--- config.mk ---
export PLATFORM = sky130hd
export DESIGN_NAME = shift_pipe
export DESIGN_NICKNAME = d
export VERILOG_FILES = /design/src/rtl/shift_pipe_pkg.sv /design/src/rtl/pipe_reg.sv /design/src/rtl/shift_pipe.sv
export SDC_FILE = /design/constraint.sdc
export NUM_CORES = 1
export LEC_CHECK = 0
export ABC_AREA = 1
export CORE_UTILIZATION = 45
export CTS_BUF_LIST = sky130_fd_sc_hd__clkbuf_2 sky130_fd_sc_hd__clkbuf_4 sky130_fd_sc_hd__clkbuf_8
export DETAILED_ROUTE_END_ITERATION = 6
export PLACE_DENSITY = 0.68
export REMOVE_ABC_BUFFERS = 1
export SYNTH_ARGS = -nofsm -noshare
export SYNTH_HDL_FRONTEND = slang
export SYNTH_SLANG_ARGS = --single-unit
--- constraint.sdc ---
create_clock -name clk -period 3.8 [get_ports clk]
set_input_delay 0.95 -clock clk [delete_from_list [all_inputs] [get_ports clk]]
set_output_delay 0.95 -clock clk [all_outputs]
set_load 0.02 [all_outputs]
--- src/rtl/shift_pipe_pkg.sv ---
// Shared types for the shift_pipe barrel shifter: shift encodings and the
// decoded-operation record that travels down the pipeline.
package shift_pipe_pkg;

  localparam int MAX_WIDTH = 64;
  localparam int ROT_W     = $clog2(MAX_WIDTH);
  localparam int CNT_W     = ROT_W + 1;

  typedef enum logic [1:0] {
    SH_LSL = 2'b00,
    SH_LSR = 2'b01,
    SH_ASR = 2'b10,
    SH_ROR = 2'b11
  } sh_type_e;

  // Controls for the mask/fill step; cnt is the number of bits masked or filled.
  typedef struct packed {
    sh_type_e         typ;
    logic [CNT_W-1:0] cnt;
    logic             pass;
    logic             rrx;
    logic             over;
    logic             sign;
    logic             cin;
  } ctl_t;

  typedef struct packed {
    logic [ROT_W-1:0] rot;
    ctl_t             ctl;
  } dec_op_t;

endpackage

--- src/rtl/pipe_reg.sv ---
// One valid/ready pipeline register carrying an arbitrary packed payload.
module pipe_reg #(
  parameter type T = logic
) (
  input  logic clk,
  input  logic reset_n,
  input  logic i_flush,
  input  logic i_valid,
  output logic o_ready,
  input  T     i_data,
  output logic o_valid,
  input  logic i_ready,
  output T     o_data
);

  logic r_valid;
  T     r_data;
  logic w_adv;

  assign w_adv   = !r_valid || i_ready;
  assign o_ready = w_adv;
  assign o_valid = r_valid;
  assign o_data  = r_data;

  always_ff @(posedge clk or negedge reset_n) begin
    // NOTE: the payload is reset as well so the visible outputs read zero during reset.
    if (!reset_n) begin
      r_valid <= 1'b0;
      r_data  <= '0;
    end else if (i_flush) begin
      r_valid <= 1'b0;
    end else if (w_adv) begin
      r_valid <= i_valid;
      if (i_valid) r_data <= i_data;
    end
  end

endmodule

--- src/rtl/shift_pipe.sv ---
// Pipelined shifter: decode -> rotate -> mask/fill, with 1..3 register stages
// and valid/ready flow control plus flush.
module shift_pipe
  import shift_pipe_pkg::*;
#(
  parameter int WIDTH       = 32,
  parameter int AMT_W       = 8,
  parameter int PIPE_STAGES = 2
) (
  input  logic                     clk,
  input  logic                     reset_n,
  input  logic                     in_valid,
  output logic                     in_ready,
  input  logic [WIDTH-1:0]         rm,
  input  logic [1:0]               sh,
  input  logic [$clog2(WIDTH)-1:0] shamt,
  input  logic [AMT_W-1:0]         rs_amt,
  input  logic                     amt_is_reg,
  input  logic                     bypass,
  input  logic                     carry_in,
  input  logic                     flush,
  output logic                     out_valid,
  input  logic                     out_ready,
  output logic [WIDTH-1:0]         result,
  output logic                     carry_out
);

  localparam int LG = $clog2(WIDTH);
  localparam logic [AMT_W-1:0] W_AMT = AMT_W'(WIDTH);

  typedef struct packed { dec_op_t op;  logic [WIDTH-1:0] rm;  } dec_pl_t;
  typedef struct packed { ctl_t    ctl; logic [WIDTH-1:0] val; } rot_pl_t;
  typedef struct packed { logic [WIDTH-1:0] res; logic c;      } out_pl_t;

  sh_type_e         w_sh;
  logic             w_imm_zero;
  logic [AMT_W-1:0] w_n;
  logic [LG-1:0]    w_neg;
  dec_pl_t          w_dec;

  assign w_sh = sh_type_e'(sh);

  // NOTE: combinational blocks use blocking '=' and assign every output first, so no latch is inferred.
  always_comb begin
    w_dec      = '0;
    w_imm_zero = !amt_is_reg && (shamt == '0);
    w_n        = amt_is_reg ? rs_amt : AMT_W'(shamt);
    if (w_imm_zero && (w_sh == SH_LSR || w_sh == SH_ASR)) w_n = W_AMT;
    w_neg = -w_n[LG-1:0];

    w_dec.rm           = rm;
    w_dec.op.ctl.typ   = w_sh;
    w_dec.op.ctl.cin   = carry_in;
    w_dec.op.ctl.sign  = rm[WIDTH-1];
    w_dec.op.ctl.pass  = bypass || (w_n == '0 && (amt_is_reg || w_sh == SH_LSL));
    w_dec.op.ctl.rrx   = !bypass && w_imm_zero && w_sh == SH_ROR;
    w_dec.op.ctl.over  = w_n > W_AMT;
    w_dec.op.ctl.cnt   = w_dec.op.ctl.over ? CNT_W'(WIDTH) : CNT_W'(w_n);

    // Left shifts become a right rotate by the complement, then a low mask.
    if (w_dec.op.ctl.pass || (w_sh != SH_ROR && w_n >= W_AMT)) w_dec.op.rot = '0;
    else if (w_dec.op.ctl.rrx)                                 w_dec.op.rot = ROT_W'(1);
    else if (w_sh == SH_LSL)                                   w_dec.op.rot = ROT_W'(w_neg);
    else                                                       w_dec.op.rot = ROT_W'(w_n[LG-1:0]);
  end

  logic    w_in_ready_raw;
  logic    w_a_valid, w_a_ready;
  dec_pl_t w_a_data;

  if (PIPE_STAGES >= 2) begin : g_dec_reg
    pipe_reg #(.T(dec_pl_t)) u_dec_reg (
      .clk     (clk),
      .reset_n (reset_n),
      .i_flush (flush),
      .i_valid (in_valid),
      .o_ready (w_in_ready_raw),
      .i_data  (w_dec),
      .o_valid (w_a_valid),
      .i_ready (w_a_ready),
      .o_data  (w_a_data)
    );
  end else begin : g_dec_comb
    assign w_a_valid      = in_valid;
    assign w_a_data       = w_dec;
    assign w_in_ready_raw = w_a_ready;
  end

  rot_pl_t w_rot;

  always_comb begin
    w_rot     = '0;
    w_rot.ctl = w_a_data.op.ctl;
    w_rot.val = WIDTH'({w_a_data.rm, w_a_data.rm} >> w_a_data.op.rot);
  end

  logic    w_b_valid, w_b_ready;
  rot_pl_t w_b_data;

  if (PIPE_STAGES == 3) begin : g_rot_reg
    pipe_reg #(.T(rot_pl_t)) u_rot_reg (
      .clk     (clk),
      .reset_n (reset_n),
      .i_flush (flush),
      .i_valid (w_a_valid),
      .o_ready (w_a_ready),
      .i_data  (w_rot),
      .o_valid (w_b_valid),
      .i_ready (w_b_ready),
      .o_data  (w_b_data)
    );
  end else begin : g_rot_comb
    assign w_b_valid = w_a_valid;
    assign w_b_data  = w_rot;
    assign w_a_ready = w_b_ready;
  end

  logic [WIDTH-1:0] w_lo_keep, w_hi_keep;
  out_pl_t          w_out;

  always_comb begin
    w_lo_keep = {WIDTH{1'b1}} << w_b_data.ctl.cnt;
    w_hi_keep = {WIDTH{1'b1}} >> w_b_data.ctl.cnt;
    w_out     = '0;
    case (w_b_data.ctl.typ)
      SH_LSL: begin
        w_out.res = w_b_data.val & w_lo_keep;
        w_out.c   = !w_b_data.ctl.over && w_b_data.val[0];
      end
      SH_LSR: begin
        w_out.res = w_b_data.val & w_hi_keep;
        w_out.c   = !w_b_data.ctl.over && w_b_data.val[WIDTH-1];
      end
      SH_ASR: begin
        w_out.res = w_b_data.ctl.sign ? (w_b_data.val | ~w_hi_keep) : (w_b_data.val & w_hi_keep);
        w_out.c   = w_b_data.val[WIDTH-1];
      end
      default: begin
        w_out.res = w_b_data.ctl.rrx ? {w_b_data.ctl.cin, w_b_data.val[WIDTH-2:0]} : w_b_data.val;
        w_out.c   = w_b_data.val[WIDTH-1];
      end
    endcase
    if (w_b_data.ctl.pass) begin
      w_out.res = w_b_data.val;
      w_out.c   = w_b_data.ctl.cin;
    end
  end

  out_pl_t w_q;

  pipe_reg #(.T(out_pl_t)) u_out_reg (
    .clk     (clk),
    .reset_n (reset_n),
    .i_flush (flush),
    .i_valid (w_b_valid),
    .o_ready (w_b_ready),
    .i_data  (w_out),
    .o_valid (out_valid),
    .i_ready (out_ready),
    .o_data  (w_q)
  );

  assign in_ready  = w_in_ready_raw && !flush;
  assign result    = w_q.res;
  assign carry_out = w_q.c;

endmodule

==> parameters.txt, run 1 <==
Parameter                              Value

Outcome
  Run status    complete, no violations

STA
  Final worst-path cycle share    84.3%
  Worst-case headroom to the max-slew limit    29.8%
  Final hold vios    0
  Setup-failing EPs final    0
  Final total negative setup slack    0 ns
  Slew Viols, Final    0
  Setup WS post-layout    approximately 0.6 ns
  Setup repair after global routing missed its margin    no
  Post-layout min period    3.20 ns
  Final clock skew    0.0174 ns
  Least-Margin Pin Slew    1.05 ns
  Fmax    312 MHz

Setup path
  Type of element launching the critical path    input port
  Data arrival time of the critical path    2.25 ns
  Element type at the critical path end    output pin
  Max FO, Critical Path    3
  Path depth of the worst reg2reg path    11
  CP Data Required Time    2.85 ns
  Type of the setup path with the least slack    in2out

Synth
  Mean cell area of the mapped netlist    6.43 um2
  Post-synthesis share of cell area spent on and, or, nand and nor gates    44.9%
  Post-Synthesis Cell Area    6470 um2
  Combinational family with the most area after synthesis    simple AND/OR/NAND/NOR gates
  Synth area leader    sky130_fd_sc_hd__dfrtp_1
  Number of distinct standard cells referenced by the synthesized netlist    between 40 and 50
  Dominant cells by area after synthesis    sky130_fd_sc_hd__dfrtp_1 33%, sky130_fd_sc_hd__nand2_1 20%, sky130_fd_sc_hd__nand3_1 18%
  Synth top cells by count    344 x sky130_fd_sc_hd__nand2_1, 232 x sky130_fd_sc_hd__nand3_1, 85 x sky130_fd_sc_hd__dfrtp_1
  Multiplexer share of the synthesized area    less than 1%
  Ys flop type    sky130_fd_sc_hd__dfrtp_1
  Most used standard cell by instance count after synthesis    sky130_fd_sc_hd__nand2_1
  Fraction of the yosys area taken by sequential cells    32.9%
  Area fraction in compound gates after synthesis    12.8%
  Flip-flop and latch count after synthesis    85
  Post-synthesis adder-cell area fraction    0.580%
  Share of the synthesized area in the top cell type    32.9%
  Post-synthesis xor/xnor area fraction    less than 1%
  Proportion of synthesized flip-flops having asynchronous set or reset    100%
  Number of warning messages in the yosys log    0
  Cells after Synth    1007
  Number of flops mapped to enable cells by yosys    0

CTS
  CTS Buf Count    9
  Clock tree from TritonCTS    built
  Clock tree root driver cell    sky130_fd_sc_hd__clkbuf_8
  Number of setup buffers added after CTS    0
  Clock latency at the later pin of the worst-skew pair    around 0.39 ns
  Total of cells resized after clock tree synthesis    0
  Maximum clock insertion buffer count    2
  CTS clk-pin slew, worst paths    0.08 ns
  Post-CTS Hold Fix Bufs    0
  Clk sinks    between 80 and 90
  CTS H-Tree Depth    3

Final layout
  Area growth from synthesis to final layout    17.0%
  Number of fill cells in the layout    around 1500
  Share of layout cells above drive strength 1    6.48%
  Number of antenna cells inserted    0
  Design area    approximately 7600 um2
  Filler-free cell count of the finished design    around 1200
  Number of nets in the layout    ~1100

Placement
  Cell total after placement    1229
  Gp weighted congestion    0.994
  Pre-CTS worst setup slack    ~0.6 ns
  Placed cell area    about 7400 um2
  Buffers added on ports    between 80 and 90
  Placed wire-length estimate after detailed placement    14900 um

Routing
  WL final    20300 um
  Overall via count from detail_route    between 7000 and 8000
  Number of detailed-routing iterations run before antenna repair    6
  Number of vias per cell    about 5.7
  Number of DRC violations after detailed routing    0
  Routed length per instance    16.3 um
  Number of DRC markers after the initial detailed-route iteration    844
  Number of routed nets with antenna violations    0

Floorplan
  Number of core rows    43
  Overall die height    122 um
  Placeable Area    13900 um2
  Width of the die    122 um
  IO Pins    90
  Starting Density    46.5%
  DIE AREA    14900 um2

Global route
  Antenna violations before repair    0
  Largest net degree at the start of global routing    43
  Remaining Overflow, GRT    0
  Overall fraction of global-route tracks in use    between 20% and 30%
  Wire length of the first global-routing pass    33600 um
  Number of global-route vias before repair    6454

Power and ir drop
  Total power divided by cell area    ~500 nW/um2
  Leakage power figure    3.59 nW
  Peak ir drop on the vdd network    0.000235 V
  Total power draw    about 3.8 mW

Flow run
  Max cap viols    0

Hold path
  Min-Delay Path Depth    2
  Hold Crit Class    reg2reg
## sequential cells by signal (all words and copies together) (netlist names)
| register | cells |
|---|---|
| g_dec_reg.u_dec_reg.o_data | 50 |
| u_out_reg.o_valid | 1 |
| u_out_reg.o_data | 33 |
| g_dec_reg.u_dec_reg.o_valid | 1 |
## final timing paths
kind	start	end	slack (ns)
max in group asynchronous	reset_n	u_out_reg.o_data[4]$_DFFE_PN0P_	2.54
min	u_out_reg.o_data[0]$_DFFE_PN0P_	u_out_reg.o_data[0]$_DFFE_PN0P_	0.48
max	out_ready	in_ready	0.60
max reg2reg	g_dec_reg.u_dec_reg.o_data[48]$_DFFE_PN0P_	u_out_reg.o_data[32]$_DFFE_PN0P_	1.35
min in group asynchronous	reset_n	g_dec_reg.u_dec_reg.o_data[4]$_DFFE_PN0P_	0.51
min reg2reg	u_out_reg.o_data[0]$_DFFE_PN0P_	u_out_reg.o_data[0]$_DFFE_PN0P_	0.48
## worst max-delay path, stage by stage
cell                              delay [ns]
sky130_fd_sc_hd__clkdlybuf4s50_1        0.45
sky130_fd_sc_hd__nor2_1                 0.05
sky130_fd_sc_hd__nand2_1                0.10
sky130_fd_sc_hd__nand2_1                0.06
sky130_fd_sc_hd__inv_1                  0.05
sky130_fd_sc_hd__clkdlybuf4s50_1        0.59
## cells in the final DEF, fill, tap and decap left out, drive strengths merged, types with 2 or more instances in the layout
cell,count
nand3,234
xnor2,2
o22ai,6
a31oi,8
inv,53
nand2,347
o21ai,34
a21oi,62
or2,5
nor2,73
nand4,7
o221ai,9
clkinv,2
dfrtp,85
ha,3
clkbuf,10
o211ai,15
buf,15
clkdlybuf4s50,88
## power by group
part | switching [mW] | internal [mW] | total [mW]
sequential | 0.141 | 1.08 | 1.22
clock | 0.368 | 0.326 | 0.695
combinational | 1.17 | 0.676 | 1.85
## metal layers
metal / share of wire (%) / track usage, % / routed length [um] / vias up
met5: 0 / 0 / 0 / -
met4: 3.3 / 12.3 / 671 / 0
met3: 7.3 / 4.73 / 1470 / 42
met2: 43 / 44.5 / 8740 / 332
met1: 46 / 40.6 / 9370 / 3204
li1: - / - / - / 3485
## layout make-up
cell class                      count  area, um2  area share, %
Multi-Input combinational cell    810       3810           50.3
Sequential cell                    85       2130           28.1
Inverter                           51        196           2.59
Tap cell                          180        225           2.97
Timing Repair Buffer              103       1010           13.3
Clock inverter                      6       68.8          0.909
Clock buffer                       10        138           1.82
## stage by stage
| step | hold WS [ns] | utilization, % |
|---|---|---|
| finish | 0.484 | 54.3 |
| CTS | 0.496 | 54.3 |
| floorplan | 0.464 | - |
| detailed placement | 0.476 | 52.9 |
| global route | 0.525 | 54.3 |
| global placement | 0.468 | 52.9 |
## cells by family (layout without fill, tap and decap cells)
logic type	count (synthesis)	count (layout)
AO/OA/AOI/OAI	136	136
adder cells (fa/ha/maj)	3	3
flip-flops	85	85
AND/OR/NAND/NOR	667	667
buffers and inverters	112	170
XOR/XNOR	3	3
multiplexers	1	1
(Power assumes the default switching activity.)
==> inputs of run 2 (changes only) <==
--- a/config.mk
+++ b/config.mk
@@ -9,7 +9,7 @@
 export CORE_UTILIZATION = 45
 export CTS_BUF_LIST = sky130_fd_sc_hd__clkbuf_2 sky130_fd_sc_hd__clkbuf_4 sky130_fd_sc_hd__clkbuf_8
 export DETAILED_ROUTE_END_ITERATION = 6
-export PLACE_DENSITY = 0.68
+export PLACE_DENSITY = 0.7
 export REMOVE_ABC_BUFFERS = 1
 export SYNTH_ARGS = -nofsm -noshare
 export SYNTH_HDL_FRONTEND = slang
==> constraint.sdc (replaced) <==
create_clock -name clk -period 2.6 [get_ports clk]
set_input_delay 0.65 -clock clk [delete_from_list [all_inputs] [get_ports clk]]
set_output_delay 0.65 -clock clk [all_outputs]
set_load 0.02 [all_outputs]
==> run 2 against run 1 <==
  * Sequential share of layout area down 0.31 points
  * Non-clock buffer count up 7
  * Wire length down 1.6%
  * Flip-flop and latch count unchanged
  * Global-route usage down 0.27 points
  * Utilization up 0.60 points
==> parameters.txt, run 2 (same netlist as run 1, synthesis figures left out) <==
Parameter                              Value

STA
  Setup repair after global routing missed its margin    no (unchanged)
  Final worst-path cycle share    approximately 84%
  Final hold vios    0 (unchanged)
  Slew Viols, Final    0 (unchanged)
  Setup-failing EPs final    0 (unchanged)
  Post-layout min period    roughly 2.2 ns
  Least-Margin Pin Slew    0.768 ns (was 1.05 ns)
  Final clock skew    0.0171 ns (was 0.0174 ns)
  Fmax    456 MHz
  Worst-case headroom to the max-slew limit    48.8% (was 29.8%)

Power and ir drop
  Clk pwr share    19.4% (was 18.4%)
  Total power divided by cell area    728 nW/um2 (was 498 nW/um2)
  Peak ir drop on the vdd network    0.000429 V (was 0.000235 V)
  Leakage power figure    3.65 nW (was 3.59 nW)
  Switching Power    2.44 mW (was 1.68 mW)
  Fraction of power spent switching nets    43.9% (was 44.7%)
  Sequential Power Share    32.1% (was 32.5%)
  Part of the total power dissipated in combinational logic    48.5% (was 49.1%)
  Int Pwr    3.13 mW (was 2.08 mW)

Setup path
  Worst path max stage delay    0.40 ns (was 0.59 ns)
  Element type at the critical path end    output pin (unchanged)
  Type of the setup path with the least slack    in2out (unchanged)
  Timing startpoint of the critical path    out_ready (unchanged)
  Top cell by count, worst path    sky130_fd_sc_hd__nand2_1
  Data arrival time of the critical path    1.54 ns (was 2.25 ns)
  Reg-to-reg setup timing slack    0.56 ns (was 1.35 ns)
  Path depth of the worst reg2reg path    6 (was 11)
  Buf+Inv Stages, Crit Path    3 (unchanged)
  CP Data Required Time    1.95 ns (was 2.85 ns)
  Launching point of the worst reg2reg path    g_dec_reg.u_dec_reg.o_data[41]$_DFFE_PN0P_ (was g_dec_reg.u_dec_reg.o_data[48]$_DFFE_PN0P_)
  Critical register-to-register path endpoint    u_out_reg.o_data[24]$_DFFE_PN0P_ (was u_out_reg.o_data[32]$_DFFE_PN0P_)
  List of cells traversed by the critical path    clkdlybuf4s50_1, nor2_1, nand2_1, nand2_1, inv_1, dlymetal6s2s_1 (was clkdlybuf4s50_1, nor2_1, nand2_1, nand2_1, inv_1, clkdlybuf4s50_1)
  Crit-path leading delay family    buffers and inverters (unchanged)
  Library cell contributing the largest single delay on the critical path    sky130_fd_sc_hd__clkdlybuf4s50_1 (unchanged)
  Max FO, Critical Path    2 (was 3)
  Type of element launching the critical path    input port (unchanged)

Hold path
  Hold Crit Class    in2async (was reg2reg)

Global route
  Remaining Overflow, GRT    0 (unchanged)
  Wire length of the first global-routing pass    33100 um (was 33600 um)
  Number of global-route vias before repair    6445 (was 6454)
  Largest net degree at the start of global routing    48 (was 43)
  Overall fraction of global-route tracks in use    28.9% (was 29.1%)
  Antenna violations before repair    0 (unchanged)

Routing
  Number of vias per cell    5.68 (was 5.67)
  Number of DRC violations after detailed routing    0 (unchanged)
  Number of routed nets with antenna violations    0 (unchanged)
  Routed length per instance    15.9 um (was 16.3 um)
  WL final    19900 um (was 20300 um)
  Overall via count from detail_route    7110 (was 7063)
  Number of detailed-routing iterations run before antenna repair    6 (unchanged)
  Number of DRC markers after the initial detailed-route iteration    867 (was 844)

Floorplan
  Overall die height    122 um (unchanged)
  Number of core rows    43 (unchanged)
  IO Pins    90 (unchanged)
  DIE AREA    14900 um2 (unchanged)
  Width of the die    122 um (unchanged)
  Starting Density    46.5% (unchanged)
  Placeable Area    13900 um2 (unchanged)

Final layout
  Most common library cell in the layout ignoring fill and taps    sky130_fd_sc_hd__nand2_1 (unchanged)
  Number of antenna cells inserted    0 (unchanged)
  Share of layout cells above drive strength 1    7.09% (was 6.48%)
  Leading cell types in the layout, fill and taps excluded    344 x sky130_fd_sc_hd__nand2_1, 232 x sky130_fd_sc_hd__nand3_1, 87 x sky130_fd_sc_hd__clkdlybuf4s50_1 (was 344 x sky130_fd_sc_hd__nand2_1, 232 x sky130_fd_sc_hd__nand3_1, 88 x sky130_fd_sc_hd__clkdlybuf4s50_1)
  Number of nets in the layout    1125 (was 1118)
  Area growth from synthesis to final layout    18.2% (was 17.0%)
  Util after Layout    54.9% (was 54.3%)
  Filler-free cell count of the finished design    1252 (was 1245)
  Number of flip-flops under the largest register name    50 (unchanged)

Placement
  Buffers added on ports    89 (unchanged)
  Cell total after placement    1236 (was 1229)
  Gp weighted congestion    0.974 (was 0.994)
  Placed wire-length estimate after detailed placement    14900 um (about the same)

Flow run
  Max cap viols    0 (unchanged)

CTS
  Clock tree from TritonCTS    built (unchanged)
  Maximum clock insertion buffer count    2 (unchanged)
  CTS clk-pin slew, worst paths    0.10 ns (was 0.08 ns)
  Number of setup buffers added after CTS    0 (unchanged)
  Clock latency at the later pin of the worst-skew pair    0.40 ns (was 0.39 ns)
  CTS Buf Count    9 (unchanged)
  CTS H-Tree Depth    3 (unchanged)
  Clk sinks    85 (unchanged)
  Clock tree root driver cell    sky130_fd_sc_hd__clkbuf_8 (unchanged)

Outcome
  Run status    complete, no violations (unchanged)
[run 2: worst max path at each step]
stage | end | cells after the start
floorplan | g_dec_reg.u_dec_reg.o_data[38]$_DFFE_PN0P_ | 6
global placement | in_ready | 6
detailed placement | g_dec_reg.u_dec_reg.o_data[46]$_DFFE_PN0P_ | 11
CTS | in_ready | 6
global route | g_dec_reg.u_dec_reg.o_data[46]$_DFFE_PN0P_ | 11
finish | in_ready | 6
[run 2: final cells by class]
cell class / instances / area, um2
fill: 1432 / 6280
multi-input combinational: 810 / 3810
sequential: 85 / 2130
timing repair buffer: 110 / 1070
tap: 180 / 225
inverter: 51 / 196
clock buffer: 9 / 124
clock inverter: 7 / 98.8
[run 2: layer usage]
metal | global-route usage [%] | part of all wire (%)
met2 | 43.1 | 44
met1 | 40.5 | 45
met5 | 0 | 0
met3 | 5.66 | 7.6
met4 | 12.2 | 3.2
[run 2: power groups by stage]
stage               Combinational (mW)  Sequential (mW)  Clock (mW)
global placement                  2.66             1.81           0
floorplan                         1.41             2.02           0
CTS                               2.68             1.79        1.10
detailed placement                2.67             1.81           0
finish                            2.71             1.79        1.08
global route                      2.99             1.83        1.15
[run 2: repair_timing]
| item | CTS | global route |
|---|---|---|
| endpoints found under the setup margin | 0 | 1 |
| resized for setup | 0 | 1 |
| hold buffers | 0 | 0 |
[run 2: metrics by stage]
step | power (mW) | hold slack (ns) | TNS, ns | setup WS, ns | area [um2]
final | 5.58 | 0.220 | 0 | 0.409 | 7650
after global routing | 5.97 | 0.254 | 0 | 0.237 | 7650
after CTS | 5.57 | 0.217 | 0 | 0.0337 | 7650
after detailed placement | 4.49 | 0.473 | 0 | 0.0310 | 7430
after global placement | 4.47 | 0.468 | 0 | 0.0505 | 7430
after floorplan | 3.44 | 0.354 | -1.11 | -0.176 | 6130
==> inputs of run 3 (changes only) <==
==> constraint.sdc (replaced) <==
create_clock -name clk -period 1.9 [get_ports clk]
set_input_delay 0.475 -clock clk [delete_from_list [all_inputs] [get_ports clk]]
set_output_delay 0.475 -clock clk [all_outputs]
set_load 0.02 [all_outputs]
==> run 3 against run 2 <==
  * Flip-flop and latch count stayed put
  * First-iteration DRC count is 3.6% higher
  * Sequential power is 36% higher
  * Cell count is 2.4% higher
  * Power is 38% higher
  * Cell area is 4.7% higher
  * Clock power is 26% higher
  * Critical path type is now reg2reg
  * Largest power group unchanged
  * Highest routed layer unchanged
==> parameters.txt, run 3 (same netlist as run 1, synthesis figures left out) <==
Parameter                              Value

STA
  Setup-failing EPs final    0 (unchanged)
  Final worst-path cycle share    between 90% and 100%
  Setup WS post-layout    0.0191 ns (was 0.409 ns)
  Setup repair after global routing missed its margin    yes (was no)
  Final hold vios    0 (unchanged)
  Worst-case headroom to the max-slew limit    64.1% (was 48.8%)
  Final clock skew    0.0196 ns (was 0.0171 ns)
  Slew Viols, Final    0 (unchanged)
  Post-layout min period    1.88 ns
  Least-Margin Pin Slew    0.532 ns (was 0.768 ns)
  Final total negative setup slack    0 ns (unchanged)
  Fmax    532 MHz

Global route
  Routing layer with the top usage in global route    met2 (unchanged)
  Remaining Overflow, GRT    0 (unchanged)
  Largest net degree at the start of global routing    86 (was 48)
  Number of global-route vias before repair    6453 (was 6445)
  Wire length of the first global-routing pass    34300 um (was 33100 um)
  Met3 usage    6.74% (was 5.66%)
  M1 GR Usage    42.0% (was 40.5%)
  Met2 GRT Util    45.2% (was 43.1%)
  Antenna violations before repair    0 (unchanged)
  Overall fraction of global-route tracks in use    30.1% (was 28.9%)

Routing
  Overall via count from detail_route    7215 (was 7110)
  Number of DRC markers after the initial detailed-route iteration    898 (was 867)
  Number of detailed-routing iterations run before antenna repair    7 (was 6)
  Routed length per instance    16.5 um (was 15.9 um)
  Number of DRC violations after detailed routing    0 (unchanged)
  WL final    21200 um (was 19900 um)
  Number of routed nets with antenna violations    0 (unchanged)
  Number of vias per cell    5.63 (was 5.68)

Final layout
  Combined area of the multi-input logic cells    3850 um2 (was 3810 um2)
  Leading cell types in the layout, fill and taps excluded    343 x sky130_fd_sc_hd__nand2_1, 229 x sky130_fd_sc_hd__nand3_1, 84 x sky130_fd_sc_hd__dfrtp_1 (was 344 x sky130_fd_sc_hd__nand2_1, 232 x sky130_fd_sc_hd__nand3_1, 87 x sky130_fd_sc_hd__clkdlybuf4s50_1)
  Util after Layout    57.5% (was 54.9%)
  Share of layout cells above drive strength 1    10.4% (was 7.09%)
  Most common library cell in the layout ignoring fill and taps    sky130_fd_sc_hd__nand2_1 (unchanged)
  Number of nets in the layout    1155 (was 1125)
  Number of flip-flops under the largest register name    50 (unchanged)
  Design area    8020 um2 (was 7650 um2)
  Storage cell area    2130 um2 (about the same)
  Area growth from synthesis to final layout    23.9% (was 18.2%)
  Number of antenna cells inserted    0 (unchanged)
  Number of fill cells in the layout    1385 (was 1432)

Floorplan
  Placeable Area    13900 um2 (unchanged)
  DIE AREA    14900 um2 (unchanged)
  Overall die height    122 um (unchanged)
  Starting Density    46.5% (unchanged)
  IO Pins    90 (unchanged)
  Width of the die    122 um (unchanged)
  Number of core rows    43 (unchanged)

Setup path
  Path depth of the worst reg2reg path    11 (was 6)
  List of cells traversed by the critical path    buf_12, nand2_1, nand3_1, nand3_1, nand3_1, nand3_1, nand3_1, nand3_1, nand2_1, nand2_1, nand2_1 (was clkdlybuf4s50_1, nor2_1, nand2_1, nand2_1, inv_1, dlymetal6s2s_1)
  Timing startpoint of the critical path    g_dec_reg.u_dec_reg.o_data[46]$_DFFE_PN0P_ (was out_ready)
  Crit-path leading delay family    simple AND/OR/NAND/NOR gates (was buffers and inverters)
  Max FO, Critical Path    34 (was 2)
  Type of element launching the critical path    register (was input port)
  Critical register-to-register path endpoint    u_out_reg.o_data[0]$_DFFE_PN0P_ (was u_out_reg.o_data[24]$_DFFE_PN0P_)
  Data arrival time of the critical path    2.16 ns (was 1.54 ns)
  Library cell contributing the largest single delay on the critical path    sky130_fd_sc_hd__dfrtp_2 (was sky130_fd_sc_hd__clkdlybuf4s50_1)
  Worst path max stage delay    0.49 ns (was 0.40 ns)
  CP Data Required Time    2.18 ns (was 1.95 ns)
  Top cell by count, worst path    sky130_fd_sc_hd__nand3_1 (was sky130_fd_sc_hd__nand2_1)
  Reg-to-reg setup timing slack    0.02 ns (was 0.56 ns)
  Type of the setup path with the least slack    reg2reg (was in2out)
  Buf+Inv Stages, Crit Path    1 (was 3)
  Launching point of the worst reg2reg path    g_dec_reg.u_dec_reg.o_data[46]$_DFFE_PN0P_ (was g_dec_reg.u_dec_reg.o_data[41]$_DFFE_PN0P_)
  Element type at the critical path end    register (was output pin)

Power and ir drop
  Int Pwr    4.28 mW (was 3.13 mW)
  Fraction of power spent switching nets    44.5% (was 43.9%)
  Leakage power figure    3.86 nW (was 3.65 nW)
  Total power divided by cell area    963 nW/um2 (was 728 nW/um2)
  Part of the total power dissipated in combinational logic    50.8% (was 48.5%)
  Sequential Power Share    31.6% (was 32.1%)
  Peak ir drop on the vdd network    0.000557 V (was 0.000429 V)
  Switching Power    3.44 mW (was 2.44 mW)
  Clk pwr share    17.6% (was 19.4%)

Placement
  Gp weighted congestion    0.942 (was 0.974)
  Placed wire-length estimate after detailed placement    15900 um (was 14900 um)
  Pre-CTS worst setup slack    -0.328 ns (was 0.0310 ns)
  Buffers added on ports    89 (unchanged)
  Placed cell area    7760 um2 (was 7430 um2)

CTS
  Clk sinks    85 (unchanged)
  CTS Buf Count    9 (unchanged)
  Maximum clock insertion buffer count    2 (unchanged)
  Clock tree root driver cell    sky130_fd_sc_hd__clkbuf_8 (unchanged)
  Clock latency at the later pin of the worst-skew pair    0.40 ns (about the same)
  Clock tree from TritonCTS    built (unchanged)
  CTS H-Tree Depth    3 (unchanged)
  CTS clk-pin slew, worst paths    0.09 ns (was 0.10 ns)

Flow run
  Max cap viols    0 (unchanged)

Outcome
  Run status    complete, no violations (unchanged)

Hold path
  Hold Crit Class    in2async (unchanged)
-- run 3: cell types whose count changed in the layout (fill, tap and decap cells not counted), sizes merged --
cell	previous run	this run
dlygate4sd2	0	1
bufinv	2	1
clkinvlp	1	2
clkdlybuf4s50	87	83
buf	22	52
inv	52	53
dlymetal6s2s	1	3
-- run 3: layer usage --
layer	wire length (um)	part of all wire [%]
met2	9310	44
met5	0	0
met3	1600	7.5
met4	684	3.2
met1	9570	45
-- run 3: worst max path at each step --
stage / endpoint / slack, ns / cells after the start
2_1_floorplan: g_dec_reg.u_dec_reg.o_data[38]$_DFFE_PN0P_ / -0.71 / 7
3_3_place_gp: in_ready / -0.30 / 6
3_5_place_dp: g_dec_reg.u_dec_reg.o_data[46]$_DFFE_PN0P_ / -0.33 / 10
4_1_cts: in_ready / 0.02 / 6
5_1_grt: u_out_reg.o_data[32]$_DFFE_PN0P_ / -0.07 / 10
6_report: u_out_reg.o_data[0]$_DFFE_PN0P_ / 0.02 / 11
-- run 3: final cells by class --
class	count	area share, %
timing repair inverter	1	0.0780
clock inverter	7	0.905
clock buffer	9	1.54
multi-input combinational	810	48.0
sequential	85	26.5
inverter	51	2.45
tap	180	2.81
timing repair buffer	139	17.6
-- run 3: timing repair --
action | CTS | global route
hold buffers | 0 | 0
resized for setup | 4 | 17
pin swaps | 1 | 3
endpoints found under the setup margin | 2 | 24
cloned | 0 | 1
setup buffers | 0 | 2
-- run 3: per-stage QoR --
stage,instances,total power [mW],hold slack [ns]
final,1282,7.72,0.0927
after floorplan,946,4.70,0.179
after global placement,1263,6.30,0.472
after CTS,1279,7.68,0.120
after global routing,1282,8.27,0.116
after detailed placement,1263,6.32,0.476
-- run 3: power by group through the flow --
stage | combinational, mW | sequential (mW) | clock (mW)
after floorplan | 1.93 | 2.77 | 0
after global placement | 3.84 | 2.46 | 0
after detailed placement | 3.85 | 2.47 | 0
after CTS | 3.86 | 2.44 | 1.38
after global routing | 4.32 | 2.49 | 1.46
final | 3.92 | 2.44 | 1.36
-- run 3: worst register-to-register path, cell delays in order (launching register included) --
cell	delay [ns]
sky130_fd_sc_hd__dfrtp_2	0.49
sky130_fd_sc_hd__buf_12	0.20
sky130_fd_sc_hd__nand2_1	0.10
sky130_fd_sc_hd__nand3_1	0.13
sky130_fd_sc_hd__nand3_1	0.17
sky130_fd_sc_hd__nand3_1	0.13
sky130_fd_sc_hd__nand3_1	0.14
sky130_fd_sc_hd__nand3_1	0.08
sky130_fd_sc_hd__nand3_1	0.10
sky130_fd_sc_hd__nand2_1	0.06
sky130_fd_sc_hd__nand2_1	0.11
sky130_fd_sc_hd__nand2_1	0.07
